$ cat src/rtl/pipeline_ctrl_pkg.sv
// ---------------------------------------------------------------------------
// pipeline_ctrl_pkg
// Shared types for the pipeline stall/flush sequencer:
//   state_e  - sequencer states
//   pc_sel_e - PC source select encoding driven to the fetch stage
//   ctrl_t   - bundle of all per-cycle control outputs
//   cnt_width() - counter width for a given cycle-count parameter
// ---------------------------------------------------------------------------
package pipeline_ctrl_pkg;

    typedef enum logic [1:0] {
        ST_RUN       = 2'd0,
        ST_MEM_WAIT  = 2'd1,
        ST_INT_DRAIN = 2'd2,
        ST_INT_ENTER = 2'd3
    } state_e;

    typedef enum logic [1:0] {
        PC_SEQ    = 2'd0,
        PC_BRANCH = 2'd1,
        PC_VECTOR = 2'd2,
        PC_EPC    = 2'd3
    } pc_sel_e;

    typedef struct packed {
        logic    stall_if;
        logic    stall_id;
        logic    stall_ex;
        logic    stall_mem;
        logic    flush_if_id;
        logic    flush_id_ex;
        logic    flush_ex_mem;
        pc_sel_e pc_sel;
        logic    int_ack;
        logic    mem_timeout;
    } ctrl_t;

    // Width needed to hold n-1; a count of 1 still needs one bit of storage.
    function automatic int cnt_width(input int n);
        return (n < 2) ? 1 : $clog2(n);
    endfunction

endpackage

$ cat src/rtl/pipeline_ctrl_if.sv
// ---------------------------------------------------------------------------
// pipeline_ctrl_if
// Bundle between hazard sources / pipeline registers and the sequencer.
//   Hazard inputs : load_use_hazard, mem_req_ex_mem, mem_ack, branch_taken,
//                   rti_ex, int_req
//   Controls out  : stall_if/id/ex/mem, flush_if_id/id_ex/ex_mem, pc_sel[1:0],
//                   int_ack, int_active, mem_timeout
// master = sequencer view, slave = pipeline view.
// ---------------------------------------------------------------------------
interface pipeline_ctrl_if;

    logic       load_use_hazard;
    logic       mem_req_ex_mem;
    logic       mem_ack;
    logic       branch_taken;
    logic       rti_ex;
    logic       int_req;

    logic       stall_if;
    logic       stall_id;
    logic       stall_ex;
    logic       stall_mem;
    logic       flush_if_id;
    logic       flush_id_ex;
    logic       flush_ex_mem;
    logic [1:0] pc_sel;
    logic       int_ack;
    logic       int_active;
    logic       mem_timeout;

    modport master (
        input  load_use_hazard, mem_req_ex_mem, mem_ack, branch_taken, rti_ex, int_req,
        output stall_if, stall_id, stall_ex, stall_mem,
        output flush_if_id, flush_id_ex, flush_ex_mem,
        output pc_sel, int_ack, int_active, mem_timeout
    );

    modport slave (
        output load_use_hazard, mem_req_ex_mem, mem_ack, branch_taken, rti_ex, int_req,
        input  stall_if, stall_id, stall_ex, stall_mem,
        input  flush_if_id, flush_id_ex, flush_ex_mem,
        input  pc_sel, int_ack, int_active, mem_timeout
    );

endinterface

$ cat src/rtl/pipe_down_counter.sv
// ---------------------------------------------------------------------------
// pipe_down_counter
// Loadable down counter that saturates at zero.
//   clk, rst  : clock, asynchronous active-high reset (count -> 0)
//   load      : load load_val (has priority over en)
//   load_val  : value to load
//   en        : decrement by one when non-zero
//   zero      : count is currently zero
// ---------------------------------------------------------------------------
module pipe_down_counter #(
    parameter int WIDTH = 4
) (
    input  logic             clk,
    input  logic             rst,
    input  logic             load,
    input  logic [WIDTH-1:0] load_val,
    input  logic             en,
    output logic             zero
);

    logic [WIDTH-1:0] count_q;
    logic [WIDTH-1:0] count_d;

    // NOTE: every signal assigned in always_comb gets a default first, so no path leaves it unassigned and infers a latch.
    always_comb begin
        count_d = count_q;
        if (load) begin
            count_d = load_val;
        end else if (en && (count_q != '0)) begin
            count_d = count_q - WIDTH'(1);
        end
    end

    // NOTE: sequential state uses non-blocking assignments so every flop samples pre-edge values.
    always_ff @(posedge clk or posedge rst) begin
        if (rst) begin
            count_q <= '0;
        end else begin
            count_q <= count_d;
        end
    end

    assign zero = (count_q == '0);

endmodule

$ cat src/rtl/pipeline_ctrl.sv
// ---------------------------------------------------------------------------
// pipeline_ctrl
// Central stall/flush sequencer for the 5-stage core. One prioritised state
// machine turns hazard/handshake/branch/interrupt inputs into per-stage
// hold and bubble controls plus the PC source select.
//   clk, rst : core clock, asynchronous active-high reset
//   bus      : pipeline_ctrl_if.master (hazard inputs, control outputs)
// Parameters:
//   INT_DRAIN   : cycles older instructions drain before interrupt entry (>=1)
//   MEM_TIMEOUT : MEM_WAIT cycles before the access is aborted (>=2)
// Outputs are Mealy (state + current inputs); state, counters and
// int_active are registered.
// ---------------------------------------------------------------------------
module pipeline_ctrl
    import pipeline_ctrl_pkg::*;
#(
    parameter int INT_DRAIN   = 2,
    parameter int MEM_TIMEOUT = 64
) (
    input  logic                  clk,
    input  logic                  rst,
    pipeline_ctrl_if.master       bus
);

    localparam int DRAIN_W = cnt_width(INT_DRAIN);
    localparam int TMR_W   = cnt_width(MEM_TIMEOUT);
    localparam logic [DRAIN_W-1:0] DRAIN_LOAD = DRAIN_W'(INT_DRAIN - 1);
    localparam logic [TMR_W-1:0]   TMR_LOAD   = TMR_W'(MEM_TIMEOUT - 1);

    state_e state_q, state_d;
    logic   int_active_q, int_active_d;
    ctrl_t  ctrl;

    logic drain_load, drain_en, drain_zero;
    logic tmr_load, tmr_en, tmr_zero;
    logic mem_stall;

    // A memory access is outstanding when a load/store sits in EX/MEM and
    // the data memory has not completed it this cycle.
    assign mem_stall = bus.mem_req_ex_mem & ~bus.mem_ack;

    always_comb begin
        ctrl         = '0;
        state_d      = state_q;
        int_active_d = int_active_q;
        drain_load   = 1'b0;
        drain_en     = 1'b0;
        tmr_load     = 1'b0;
        tmr_en       = 1'b0;

        case (state_q)
            ST_RUN: begin
                if (mem_stall) begin
                    {ctrl.stall_if, ctrl.stall_id, ctrl.stall_ex, ctrl.stall_mem} = 4'b1111;
                    tmr_load = 1'b1;
                    state_d  = ST_MEM_WAIT;
                end else if (bus.rti_ex) begin
                    // RTI outranks a pending interrupt; the request is seen
                    // again next cycle once int_active has dropped.
                    ctrl.flush_if_id = 1'b1;
                    ctrl.flush_id_ex = 1'b1;
                    ctrl.pc_sel      = PC_EPC;
                    int_active_d     = 1'b0;
                end else if (bus.int_req && !int_active_q) begin
                    ctrl.stall_if    = 1'b1;
                    ctrl.flush_if_id = 1'b1;
                    drain_load       = 1'b1;
                    state_d          = ST_INT_DRAIN;
                end else if (bus.branch_taken) begin
                    ctrl.flush_if_id = 1'b1;
                    ctrl.flush_id_ex = 1'b1;
                    ctrl.pc_sel      = PC_BRANCH;
                end else if (bus.load_use_hazard) begin
                    ctrl.stall_if    = 1'b1;
                    ctrl.stall_id    = 1'b1;
                    ctrl.flush_id_ex = 1'b1;
                end
            end

            ST_MEM_WAIT: begin
                if (bus.mem_ack) begin
                    state_d = ST_RUN;
                end else if (tmr_zero) begin
                    // Abort: squash the stuck access and let the pipe move.
                    ctrl.mem_timeout  = 1'b1;
                    ctrl.flush_ex_mem = 1'b1;
                    state_d           = ST_RUN;
                end else begin
                    {ctrl.stall_if, ctrl.stall_id, ctrl.stall_ex, ctrl.stall_mem} = 4'b1111;
                    tmr_en = 1'b1;
                end
            end

            ST_INT_DRAIN: begin
                ctrl.stall_if    = 1'b1;
                ctrl.flush_if_id = 1'b1;
                if (mem_stall) begin
                    // Draining pauses while memory holds the pipe.
                    {ctrl.stall_if, ctrl.stall_id, ctrl.stall_ex, ctrl.stall_mem} = 4'b1111;
                end else begin
                    // A branch still squashes its shadow, but the PC is not
                    // redirected: the interrupt vector overrides it.
                    ctrl.flush_id_ex = bus.branch_taken;
                    if (drain_zero) begin
                        state_d = ST_INT_ENTER;
                    end else begin
                        drain_en = 1'b1;
                    end
                end
            end

            ST_INT_ENTER: begin
                ctrl.pc_sel      = PC_VECTOR;
                ctrl.int_ack     = 1'b1;
                ctrl.flush_if_id = 1'b1;
                ctrl.flush_id_ex = 1'b1;
                int_active_d     = 1'b1;
                state_d          = ST_RUN;
            end

            default: begin
                state_d = ST_RUN;
            end
        endcase
    end

    always_ff @(posedge clk or posedge rst) begin
        if (rst) begin
            state_q      <= ST_RUN;
            int_active_q <= 1'b0;
        end else begin
            state_q      <= state_d;
            int_active_q <= int_active_d;
        end
    end

    pipe_down_counter #(.WIDTH(DRAIN_W)) u_drain_cnt (
        .clk      (clk),
        .rst      (rst),
        .load     (drain_load),
        .load_val (DRAIN_LOAD),
        .en       (drain_en),
        .zero     (drain_zero)
    );

    pipe_down_counter #(.WIDTH(TMR_W)) u_mem_timer (
        .clk      (clk),
        .rst      (rst),
        .load     (tmr_load),
        .load_val (TMR_LOAD),
        .en       (tmr_en),
        .zero     (tmr_zero)
    );

    assign bus.stall_if     = ctrl.stall_if;
    assign bus.stall_id     = ctrl.stall_id;
    assign bus.stall_ex     = ctrl.stall_ex;
    assign bus.stall_mem    = ctrl.stall_mem;
    assign bus.flush_if_id  = ctrl.flush_if_id;
    assign bus.flush_id_ex  = ctrl.flush_id_ex;
    assign bus.flush_ex_mem = ctrl.flush_ex_mem;
    assign bus.pc_sel       = ctrl.pc_sel;
    assign bus.int_ack      = ctrl.int_ack;
    assign bus.mem_timeout  = ctrl.mem_timeout;
    assign bus.int_active   = int_active_q;

endmodule

$ cat src/flat_wrapper.sv
// flat-port wrapper written by rule: the top's interface ports become plain ports
module pipeline_ctrl_flat import pipeline_ctrl_pkg::*;
#(
    parameter int INT_DRAIN   = 2,
    parameter int MEM_TIMEOUT = 64
)
  (clk, rst, bus_load_use_hazard, bus_mem_req_ex_mem, bus_mem_ack, bus_branch_taken, bus_rti_ex, bus_int_req, bus_stall_if, bus_stall_id, bus_stall_ex, bus_stall_mem, bus_flush_if_id, bus_flush_id_ex, bus_flush_ex_mem, bus_pc_sel, bus_int_ack, bus_int_active, bus_mem_timeout);
  pipeline_ctrl_if bus_i ();
  input  logic clk;
  input  logic rst;
  input wire logic [$bits(bus_i.load_use_hazard)-1:0] bus_load_use_hazard;
  input wire logic [$bits(bus_i.mem_req_ex_mem)-1:0] bus_mem_req_ex_mem;
  input wire logic [$bits(bus_i.mem_ack)-1:0] bus_mem_ack;
  input wire logic [$bits(bus_i.branch_taken)-1:0] bus_branch_taken;
  input wire logic [$bits(bus_i.rti_ex)-1:0] bus_rti_ex;
  input wire logic [$bits(bus_i.int_req)-1:0] bus_int_req;
  output wire logic [$bits(bus_i.stall_if)-1:0] bus_stall_if;
  output wire logic [$bits(bus_i.stall_id)-1:0] bus_stall_id;
  output wire logic [$bits(bus_i.stall_ex)-1:0] bus_stall_ex;
  output wire logic [$bits(bus_i.stall_mem)-1:0] bus_stall_mem;
  output wire logic [$bits(bus_i.flush_if_id)-1:0] bus_flush_if_id;
  output wire logic [$bits(bus_i.flush_id_ex)-1:0] bus_flush_id_ex;
  output wire logic [$bits(bus_i.flush_ex_mem)-1:0] bus_flush_ex_mem;
  output wire logic [$bits(bus_i.pc_sel)-1:0] bus_pc_sel;
  output wire logic [$bits(bus_i.int_ack)-1:0] bus_int_ack;
  output wire logic [$bits(bus_i.int_active)-1:0] bus_int_active;
  output wire logic [$bits(bus_i.mem_timeout)-1:0] bus_mem_timeout;
  assign bus_i.load_use_hazard = bus_load_use_hazard;
  assign bus_i.mem_req_ex_mem = bus_mem_req_ex_mem;
  assign bus_i.mem_ack = bus_mem_ack;
  assign bus_i.branch_taken = bus_branch_taken;
  assign bus_i.rti_ex = bus_rti_ex;
  assign bus_i.int_req = bus_int_req;
  assign bus_stall_if = bus_i.stall_if;
  assign bus_stall_id = bus_i.stall_id;
  assign bus_stall_ex = bus_i.stall_ex;
  assign bus_stall_mem = bus_i.stall_mem;
  assign bus_flush_if_id = bus_i.flush_if_id;
  assign bus_flush_id_ex = bus_i.flush_id_ex;
  assign bus_flush_ex_mem = bus_i.flush_ex_mem;
  assign bus_pc_sel = bus_i.pc_sel;
  assign bus_int_ack = bus_i.int_ack;
  assign bus_int_active = bus_i.int_active;
  assign bus_mem_timeout = bus_i.mem_timeout;
  pipeline_ctrl #(.INT_DRAIN(INT_DRAIN), .MEM_TIMEOUT(MEM_TIMEOUT)) u_core (.clk(clk), .rst(rst), .bus(bus_i));
endmodule
$ cat config.mk
export PLATFORM = sky130hd
export DESIGN_NAME = pipeline_ctrl_flat
export DESIGN_NICKNAME = d
export VERILOG_FILES = /design/src/rtl/pipeline_ctrl_pkg.sv /design/src/rtl/pipeline_ctrl_if.sv /design/src/rtl/pipe_down_counter.sv /design/src/rtl/pipeline_ctrl.sv /design/src/flat_wrapper.sv
export SDC_FILE = /design/constraint.sdc
export NUM_CORES = 1
export LEC_CHECK = 0
export CORE_MARGIN = 3
export CORE_UTILIZATION = 47
export CTS_CLUSTER_SIZE = 28
export DETAILED_ROUTE_END_ITERATION = 7
export PLACE_DENSITY = 0.78
export SKIP_CTS_REPAIR_TIMING = 1
export SLEW_MARGIN = 10
export SYNTH_ARGS = -nofsm -noshare
export SYNTH_HDL_FRONTEND = slang
export SYNTH_SLANG_ARGS = --single-unit
$ cat constraint.sdc
create_clock -name clk -period 2.7 [get_ports clk]
set_clock_uncertainty 0.2 [all_clocks]
set_input_delay 0.27 -clock clk [delete_from_list [all_inputs] [get_ports clk]]
set_output_delay 0.27 -clock clk [all_outputs]
set_load 0.03 [all_outputs]
==> results of run 1 <==
==> metal layers <==
| layer | routed length, microns | share of wire | track usage | vias to the layer above |
|---|---|---|---|---|
| li1 | - | - | - | 352 |
| met1 | 852 | 0.48 | 0.262 | 333 |
| met2 | 812 | 0.46 | 0.291 | 17 |
| met3 | 102 | 0.058 | 0.0703 | 0 |
| met4 | 0 | 0 | 0.0341 | 0 |
| met5 | 0 | 0 | 0 | - |
==> final cells by class <==
type / count / area share
Tap cell: 15 / 0.0185
Clock buffer: 3 / 0.0222
Inverter: 7 / 0.0260
Timing Repair Buffer: 22 / 0.222
Multi-Input combinational cell: 66 / 0.464
Sequential cell: 10 / 0.247
==> where the power goes <==
part | total [mW] | leakage (nW) | switching, mW | internal (mW)
Sequential | 0.247 | 0.108 | 0.0470 | 0.200
Combinational | 0.710 | 0.380 | 0.407 | 0.303
Clock | 0.101 | 0.0138 | 0.0492 | 0.0514
==> Yosys cell counts (2+ instances only) <==
library cell and n:
buf_4 2, ha_1 6, nor2b_1 3, a21oi_1 3, nor3_1 2, nor2_1 4, inv_1 7, nand2_1 8
nand2b_1 2, or3_1 3, dfrtp_1 10, nand3_1 3, a31oi_1 3, o21ai_0 10, xor2_1 2
==> path summary, 6_finish.rpt <==
check | start | end | cells past startpoint
worst max-delay path | u_core.u_mem_timer.count_q[0] | bus_stall_id | 7
worst min-delay path | rst | u_core.u_mem_timer.count_q[2] | 2
worst max register to register | u_core.u_mem_timer.count_q[0] | u_core.state_q[0] | 7
worst min register to register | u_core.u_drain_cnt.count_q | u_core.u_drain_cnt.count_q | 2
max in group asynchronous | rst | u_core.u_mem_timer.count_q[3] | 2
min in group clk | u_core.u_drain_cnt.count_q | u_core.u_drain_cnt.count_q | 2
==> sequential cells by signal, summed over array words and instances (netlist names) <==
signal	cells
u_core.bus.int_active	1
u_core.u_drain_cnt.count_q	1
u_core.state_q	2
u_core.u_mem_timer.count_q	6
==> kinds of logic after synthesis <==
family	after synthesis
simple gates	32
compound gates	22
buf+inv	11
flops	10
fa+ha+maj	6
xor+xnor	3
mux	3
==> stage by stage <==
| stage | power, mW | instance area [sq um] | cells | hold slack, ps |
|---|---|---|---|---|
| 4_1_cts | 1.06 | 995 | 123 | 74.7 |
| 2_1_floorplan | 0.724 | 767 | 87 | -89.8 |
| 3_3_place_gp | 0.946 | 972 | 120 | 289 |
| 6_report | 1.06 | 1010 | 123 | 68.1 |
| 5_1_grt | 1.14 | 1010 | 123 | 89.2 |
| 3_5_place_dp | 0.956 | 972 | 120 | 305 |
==> impl_summary.txt, run 1 <==
----------------------------------------------------
[Power]
  Leakage power ... about 0.5 nW
  Worst supply voltage drop on vdd ... 0.000503 V
  Power density over the cells ... around 1000 mW/mm^2

[Logic synthesis]
  Library cell with the largest summed area after synthesis ... dfrtp_1
  Number of standard cells after synthesis ... 87
  Synthesis-stage register bit count ... 10
  Warnings, synthesis ... 0
  Syn avg cell area ... between 8 and 9 sq um
  Main combinational cell family by area after synthesis ... simple AND/OR/NAND/NOR gates
  Ranking of synthesized cells by area ... dfrtp_1 33%, ha_1 9.9%, o21ai_0 6.6%, nand2_1 3.9%, inv_1 3.5%
  Multiplexer share of the synthesized area ... 0.0477
  Basic-gate share of the synthesized area counting and, or, nand and nor cells ... 0.230
  Area share of the largest cell type after synthesis ... 0.329
  Post-synthesis xor/xnor area fraction ... 0.0345
  Netlist area before placement ... between 700 and 800 sq um
  Synth Net Count ... around 100
  Adder and majority cell fraction of the synthesized area ... 0.0987
  Number of flops mapped to enable cells by yosys ... 0
  Number of different library cells in the post-synthesis netlist ... 34
  Area fraction in compound gates after synthesis ... 0.194
  Synth Flop Type ... dfrtp_1
  Share of the yosys chip area belonging to registers ... 0.329
  Fraction of registers with async set or reset after synthesis ... 1.00

[Min path]
  Class of the most critical hold timing path ... in2async

[Floorplan]
  Initial Util ... 0.544
  Core Area ... approximately 0.0014 sq mm
  Horizontal extent of the die ... about 46 microns
  Count of pins on the block boundary ... 20
  Floorplan die height ... about 46 microns
  Die footprint ... about 0.0021 sq mm
  Number of cell rows ... 13

[STA]
  Min setup slack post-route ... 130 ps
  Final-report setup violation count ... 0
  Max Clk Rate ... 389 MHz
  Max-slew headroom at the worst pin ... 0.752
  Max-slew violation total from the final report ... 0
  Unrepaired setup endpoints after global routing ... no
  Worst slew pin tran ... 367 ps
  Final worst path period need ... about 2600 ps
  Post-route setup TNS ... 0 ps
  Hold Violations, Final ... 0
  Final worst-path cycle share ... 0.952

[Global route]
  Vias in the first global route ... 692
  Residual overflow from global routing ... 0
  Initial antenna violation count ... 0
  First-pass GRT wire length ... a little under 3000 microns
  Global-route usage over all layers ... 0.192
  Maximum number of pins on one net before global-route repair ... 12

[Routing]
  DRC viols ... 0
  Remaining antenna violation count after routing ... 0
  Per-cell routed wire length ... 14.4 microns
  Initial detailed-routing violation count ... 23
  Per-cell via count in the routed design ... between 5 and 6
  Detailed-route via count ... ~700
  Total routed wirelength ... approximately 1800 microns
  Count of TritonRoute iterations in the first routing pass ... 4

[CTS]
  CTS tree ... yes
  Clock sinks ... 10
  Cts bufs inserted ... 3
  Clock slew seen by the registers of the worst setup and hold paths ... roughly 60 ps
  Root buffer selected by CTS ... clkbuf_4
  Clock latency of the later-clocked register in the worst-skew pair ... approximately 270 ps
  Number of levels in the clock H-tree ... 1
  Maximum buffer depth of the clock tree ... 2

[Worst setup path]
  Buf+Inv Stages, Crit Path ... 2
  Launching element type of the critical path ... register
  Required time of the worst setup path ... between 2000 and 2500 ps
  Setup slack, reg-to-reg ... roughly 430 ps
  Dominant delay contributor by cell family on the critical path ... simple AND/OR/NAND/NOR gates
  Category of the critical setup timing path ... reg2out
  Largest fanout on the critical path ... 6
  Critical Path Sink Type ... output pin
  Largest incremental delay on the critical path ... around 460 ps
  Worst endpoint data arrival time ... ~2100 ps
  Series of cell instances along the critical path ... inv_1 > ha_1 > or3b_1 > o31ai_4 > and2_1 > a21oi_1 > dlymetal6s2s_1
  Library cell contributing the largest single delay on the critical path ... or3b_1

[Placed design]
  Setup Slack @ Placement ... between 50 and 60 ps
  Global placement routability congestion ... 0.796
  Buffers on Ports ... 19
  DPL Wire Length ... roughly 1400 microns

[Layout]
  Number of diodes added for antenna fixing ... 0
  Utilization of the core after routing ... 0.724
  Fillers ... between 100 and 150
  Final layout net count ... 124
  Area growth from synthesis to layout ... 33.1%
  Most frequent cells in the layout ... 12 x clkdlybuf4s50_1, 10 x o21ai_0, 10 x dfrtp_1
  Most common cell after layout, fill and taps aside ... clkdlybuf4s50_1
  Flip-flop and latch area ... 250 sq um
  Area occupied by multi-input gates ... around 470 sq um
  Share of cells above drive strength 1 ... 0.130

[Run status]
  Outcome ... completed

[Run]
  Max_cap viols ... 0

----------------------------------------------------
(Power assumes the default switching activity.)
==> run 2, diff against run 1 <==
- CORE_AREA: unset -> 3 3 40 42
- CORE_MARGIN: 3 -> unset
- CORE_UTILIZATION: 47 -> unset
- DIE_AREA: unset -> 0 0 43 45
- DONT_BUFFER_PORTS: unset -> 1
- PLACE_DENSITY: 0.78 -> 0.73
==> impl_summary.txt, run 2 (synthesized netlist as in run 1, its figures left out) <==
----------------------------------------------------
[Run status]
  Outcome ... completed

[Worst setup path]
  Required time of the worst setup path ... 2230 ps (about the same)
  Dominant delay contributor by cell family on the critical path ... simple AND/OR/NAND/NOR gates
  Worst endpoint data arrival time ... 2100 ps (about the same)
  Category of the critical setup timing path ... reg2out
  Endpoint of the worst register-to-register path ... u_core.state_q[0]
  Series of cell instances along the critical path ... inv_1 > ha_1 > or3b_1 > o31ai_4 > and2_1 > nor2_1 > buf_4
  Largest incremental delay on the critical path ... 460 ps (about the same)
  Critical Path Sink Type ... output pin
  Largest fanout on the critical path ... 6 (unchanged)
  Launch point of the worst reg-to-reg path ... u_core.u_mem_timer.count_q[0]
  Launching element type of the critical path ... register
  Buf+Inv Stages, Crit Path ... 2 (unchanged)
  R2R cell count ... 6 (-1)
  Library cell contributing the largest single delay on the critical path ... or3b_1
  Setup slack, reg-to-reg ... 540 ps (+110 ps)

[CTS]
  Root buffer selected by CTS ... clkbuf_4
  Clock sinks ... 10 (unchanged)
  Maximum buffer depth of the clock tree ... 2 (unchanged)
  Cts bufs inserted ... 3 (unchanged)
  Clock slew seen by the registers of the worst setup and hold paths ... 50 ps (about the same)
  Number of levels in the clock H-tree ... 1 (unchanged)
  CTS tree ... yes
  Clock latency of the later-clocked register in the worst-skew pair ... 260 ps (about the same)

[Floorplan]
  Floorplan die height ... 45 microns (-2.7%)
  Number of cell rows ... 13 (unchanged)
  Count of pins on the block boundary ... 20 (unchanged)
  Initial Util ... 0.592 (+0.0482)
  Die footprint ... 0.00194 sq mm (-9.5%)
  Core Area ... 0.00128 sq mm (-8.1%)
  Horizontal extent of the die ... 43 microns (-7.0%)

[Min path]
  Startpoint of the lowest-slack hold path ... bus_rti_ex
  Endpoint, Worst Hold ... u_core.u_drain_cnt.count_q
  Class of the most critical hold timing path ... in2reg
  Hold path depth ... 2

[Global route]
  First-pass GRT wire length ... 2530 microns (-13%)
  Maximum number of pins on one net before global-route repair ... 12 (unchanged)
  Vias in the first global route ... 627 (-9.4%)
  Initial antenna violation count ... 0 (unchanged)
  Residual overflow from global routing ... 0 (unchanged)
  Global-route usage over all layers ... 0.175 (-0.0171)

[Routing]
  Per-cell routed wire length ... 14.0 microns (-2.2%)
  Count of TritonRoute iterations in the first routing pass ... 3 (-1)
  Length of routed met3 wiring ... 84 microns (-18%)
  Remaining antenna violation count after routing ... 0 (unchanged)
  Per-cell via count in the routed design ... 5.78 (+1.3%)
  Initial detailed-routing violation count ... 1 (-96%)
  Detailed-route via count ... 630 (-10%)
  Routed wire length on met2 ... 732 microns (-9.9%)
  Met1 WL ... 714 microns (-16%)
  Top routing layer in use ... met3
  Total routed wirelength ... 1530 microns (-13%)
  DRC viols ... 0 (unchanged)

[Placed design]
  Buffers on Ports ... 0 (-19)
  Global placement routability congestion ... 0.768 (-3.4%)
  DPL Wire Length ... 1200 microns (-12%)

[STA]
  Max-slew violation total from the final report ... 0 (unchanged)
  Max Clk Rate ... 389 MHz (about the same)
  Hold Violations, Final ... 0 (unchanged)
  Final worst path period need ... 2570 ps (-1.78 ps)
  Max-slew headroom at the worst pin ... 0.626 (-0.126)
  Worst slew pin tran ... 559 ps (+192 ps)
  Final worst-path cycle share ... 0.951 (about the same)
  Post-route setup TNS ... 0 ps (unchanged)
  Final-report setup violation count ... 0 (unchanged)
  Unrepaired setup endpoints after global routing ... no

[Layout]
  Largest register FFs ... 6 (unchanged)
  Utilization of the core after routing ... 0.659 (-0.0644)
  Most frequent cells in the layout ... 10 x o21ai_0, 10 x dfrtp_1, 8 x nand2_1
  Registers with the highest flip-flop counts ... u_core.u_mem_timer.count_q x6, u_core.state_q x2
  Number of diodes added for antenna fixing ... 0 (unchanged)
  Area growth from synthesis to layout ... 11.3%
  Final layout net count ... 110 (-11%)
  Share of cells above drive strength 1 ... 0.170 (+0.0406)
  Biggest register ... u_core.u_mem_timer.count_q

[Power]
  Leakage power ... 0.363 nW (-28%)
  Total Power Consumption ... 0.953 mW (-9.8%)
  Power density over the cells ... 1130 mW/mm^2 (+7.7%)
  Worst supply voltage drop on vdd ... 0.000513 V (+1.9%)

[Run]
  Max_cap viols ... 0 (unchanged)

----------------------------------------------------
==> run 2: cell count changes in the layout (fill, tap and decap cells not counted) <==
cell	delta
ha_1	+1
dlymetal6s2s_1	-6
clkdlybuf4s50_1	-12
dlygate4sd3_1	+1
ha_2	-1
buf_4	+3
==> run 2: where the power goes <==
| group | switching [mW] | total, mW | leakage (nW) | internal (mW) |
|---|---|---|---|---|
| Clock | 0.0449 | 0.0960 | 0.0138 | 0.0512 |
| Combinational | 0.381 | 0.602 | 0.241 | 0.221 |
| Sequential | 0.0554 | 0.255 | 0.108 | 0.200 |
==> run 2: worst max path at each step <==
stage	startpoint	to	slack, ps	cells after the start
after CTS	u_core.u_mem_timer.count_q[0]	bus_stall_mem	120	7
after floorplan	u_core.u_mem_timer.count_q[0]	bus_mem_timeout	210	6
after detailed placement	u_core.u_mem_timer.count_q[0]	bus_stall_mem	410	7
final	u_core.u_mem_timer.count_q[0]	bus_stall_mem	130	7
after global routing	u_core.u_mem_timer.count_q[0]	bus_stall_mem	30	7
after global placement	u_core.u_mem_timer.count_q[0]	bus_stall_mem	460	7
==> run 2: metal layers <==
layer,vias to the layer above,GRT usage
met5,-,0
met3,0,0.0757
met1,295,0.211
met2,11,0.302
li1,324,-
met4,0,0.0181
==> run 2: metrics by stage <==
step	setup WS, ps	std cells	instance area, sq um	hold slack, ps
after floorplan	212	87	767	-89.8
after global placement	463	105	815	-46.9
after detailed placement	413	105	815	-40.6
after CTS	118	108	837	-324
after global routing	26.8	109	847	16.5
final	131	109	847	24.1
==> run 2: final cells by class <==
class                           count  area [sq um]
Multi-Input combinational cell     66           467
Tap cell                           15          18.8
Clock buffer                        3          22.5
Sequential cell                    10           250
Timing Repair Buffer                8          62.6
Fill cell                         123           438
Inverter                            7          26.3
==> run 3, diff against run 2 <==
- CELL_PAD_IN_SITES_DETAIL_PLACEMENT: unset -> 0
- CELL_PAD_IN_SITES_GLOBAL_PLACEMENT: unset -> 1
- CORE_AREA: 3 3 40 42 -> unset
- CORE_MARGIN: unset -> 3
- CORE_UTILIZATION: unset -> 40
- DIE_AREA: 0 0 43 45 -> unset
- GPL_TIMING_DRIVEN: unset -> 0
- PLACE_DENSITY: 0.73 -> unset
- PLACE_DENSITY_LB_ADDON: unset -> 0.1
==> impl_summary.txt, run 3 (synthesized netlist as in run 1, its figures left out) <==
----------------------------------------------------
[Worst setup path]
  Series of cell instances along the critical path ... inv_1 > ha_4 > or3b_4 > buf_6 > o31ai_4 > and2_4 > nor2_2 > buf_6
  Largest fanout on the critical path ... 6 (unchanged)
  Critical Path Sink Type ... output pin
  Number of stages on the worst setup path ... 8 (+1)
  Buf+Inv Stages, Crit Path ... 3 (+1)
  Launching element type of the critical path ... register
  Largest incremental delay on the critical path ... 400 ps (-60 ps)
  Setup slack, reg-to-reg ... 400 ps (-140 ps)
  Dominant delay contributor by cell family on the critical path ... simple AND/OR/NAND/NOR gates
  Required time of the worst setup path ... 2230 ps (about the same)
  Library cell contributing the largest single delay on the critical path ... dfrtp_1
  R2R cell count ... 8 (+2)
  Worst endpoint data arrival time ... 2150 ps (+50 ps)
  Category of the critical setup timing path ... reg2out
  Endpoint of the worst register-to-register path ... u_core.state_q[0]
  Launch point of the worst reg-to-reg path ... u_core.u_mem_timer.count_q[1]
  First element of the critical path ... u_core.u_mem_timer.count_q[1]
  Cell with the most instances on the worst path ... buf_6

[Layout]
  Utilization of the core after routing ... 0.527 (-0.132)
  Area occupied by multi-input gates ... 513 sq um (+9.9%)
  Largest register FFs ... 6 (unchanged)
  Most frequent cells in the layout ... 10 x o21ai_0, 10 x dfrtp_1, 8 x nand2_1
  Biggest register ... u_core.u_mem_timer.count_q
  Post-route standard cell area excluding fillers ... 930 sq um (+9.7%)
  Fillers ... 183 (+49%)
  Area growth from synthesis to layout ... 22.2%
  Number of diodes added for antenna fixing ... 0 (unchanged)
  Share of cells above drive strength 1 ... 0.281 (+0.111)
  Flip-flop and latch area ... 250 sq um (unchanged)
  Registers with the highest flip-flop counts ... u_core.u_mem_timer.count_q x6, u_core.state_q x2
  Final layout net count ... 112 (+1.8%)

[Min path]
  Class of the most critical hold timing path ... in2reg
  Hold path depth ... 2 (unchanged)
  Startpoint of the lowest-slack hold path ... bus_rti_ex
  Endpoint, Worst Hold ... u_core.u_drain_cnt.count_q

[Placed design]
  Global placement routability congestion ... 0.731 (-4.9%)
  DPL Wire Length ... 1240 microns (+3.1%)
  Setup Slack @ Placement ... 54.9 ps (-358 ps)
  Placed instance area ... 798 sq um (-2.0%)
  Buffers on Ports ... 0 (unchanged)

[STA]
  Final worst path period need ... 2620 ps (+55.7 ps)
  Min setup slack post-route ... 75.6 ps (-55.7 ps)
  Max-slew headroom at the worst pin ... 0.587 (-0.0393)
  Final worst-path cycle share ... 0.972 (+0.0206)
  Max-slew violation total from the final report ... 0 (unchanged)
  Final-report setup violation count ... 0 (unchanged)
  Hold Violations, Final ... 0 (unchanged)
  Max Clk Rate ... 381 MHz (-2.1%)
  Worst slew pin tran ... 620 ps (+61.0 ps)
  Post-route setup TNS ... 0 ps (unchanged)

[Global route]
  Maximum number of pins on one net before global-route repair ... 11 (-1)
  Global-route usage over all layers ... 0.150 (-0.0252)
  Vias in the first global route ... 626 (-0.16%)
  First-pass GRT wire length ... 2900 microns (+15%)
  Residual overflow from global routing ... 0 (unchanged)
  Initial antenna violation count ... 0 (unchanged)

[Routing]
  Total routed wirelength ... 1680 microns (+9.7%)
  Count of TritonRoute iterations in the first routing pass ... 4 (+1)
  DRC viols ... 0 (unchanged)
  Per-cell routed wire length ... 13.9 microns (-1.2%)
  Initial detailed-routing violation count ... 9 (+8)
  Detailed-route via count ... 644 (+2.2%)
  Remaining antenna violation count after routing ... 0 (unchanged)
  Per-cell via count in the routed design ... 5.32 (-7.9%)

[Power]
  Sequential power share ... 0.262 (-0.005)
  Leakage power ... 0.395 nW (+8.8%)
  Design internal power ... 0.481 mW (+1.9%)
  Net switching power of the design ... 0.501 mW (+4.0%)
  Power density over the cells ... 1060 mW/mm^2 (-6.2%)
  Clock Power Share ... 0.098 (-0.003)
  Worst supply voltage drop on vdd ... 0.000495 V (-3.5%)
  Power share of the combinational group ... 0.640 (+0.008)
  Net switching share of the total power ... 0.510 (+0.00507)
  Total Power Consumption ... 0.982 mW (+3.0%)

[Floorplan]
  Number of cell rows ... 15 (+2)
  Count of pins on the block boundary ... 20 (unchanged)
  Horizontal extent of the die ... 49.6 microns (+15%)
  Die footprint ... 0.00246 sq mm (+27%)
  Core Area ... 0.00176 sq mm (+37%)
  Floorplan die height ... 49.6 microns (+10%)
  Initial Util ... 0.431 (-0.161)

[CTS]
  Clock latency of the later-clocked register in the worst-skew pair ... 250 ps (about the same)
  Maximum buffer depth of the clock tree ... 2 (unchanged)
  Number of levels in the clock H-tree ... 1 (unchanged)
  CTS tree ... yes
  Root buffer selected by CTS ... clkbuf_4
  Cts bufs inserted ... 3 (unchanged)
  Clock sinks ... 10 (unchanged)
  Clock slew seen by the registers of the worst setup and hold paths ... 60 ps (about the same)

[Run]
  Max_cap viols ... 0 (unchanged)

[Run status]
  Outcome ... completed

----------------------------------------------------
-- run 3: area by class of cell --
| type | instances | share of cell area |
|---|---|---|
| repair buffers | 6 | 0.0511 |
| well taps | 25 | 0.0336 |
| plain buffers | 4 | 0.0417 |
| multi-input cells | 66 | 0.552 |
| inverters | 7 | 0.0283 |
| flip-flops and latches | 10 | 0.269 |
| clock buffers | 3 | 0.0242 |
-- run 3: worst max path at each step --
| stage | slack [ps] | to |
|---|---|---|
| after detailed placement | 50 | bus_stall_mem |
| after global placement | 70 | bus_stall_mem |
| after CTS | -240 | bus_stall_mem |
| final | 80 | bus_stall_mem |
| after floorplan | 210 | bus_mem_timeout |
| after global routing | -10 | bus_stall_mem |
-- run 3: metal layers --
layer | routed length [microns] | vias up | track usage | part of all wire
met3 | 68 | 0 | 0.0483 | 0.040
met5 | 0 | - | 0 | 0
li1 | - | 331 | - | -
met2 | 764 | 10 | 0.207 | 0.45
met1 | 846 | 303 | 0.232 | 0.50
met4 | 0 | 0 | 0.0138 | 0
-- run 3: power groups by stage --
stage | combinational (mW) | sequential, mW | clock, mW
3_3_place_gp | 0.549 | 0.257 | 0
6_report | 0.629 | 0.257 | 0.0959
3_5_place_dp | 0.549 | 0.258 | 0
5_1_grt | 0.704 | 0.267 | 0.113
2_1_floorplan | 0.478 | 0.246 | 0
4_1_cts | 0.553 | 0.255 | 0.101
-- run 3: stage by stage --
step | cells | hold WS, ps
floorplan | 87 | -89.8
global placement | 112 | -43.7
detailed placement | 112 | -34.3
CTS | 115 | -313
global route | 121 | 32.0
finish | 121 | 26.3
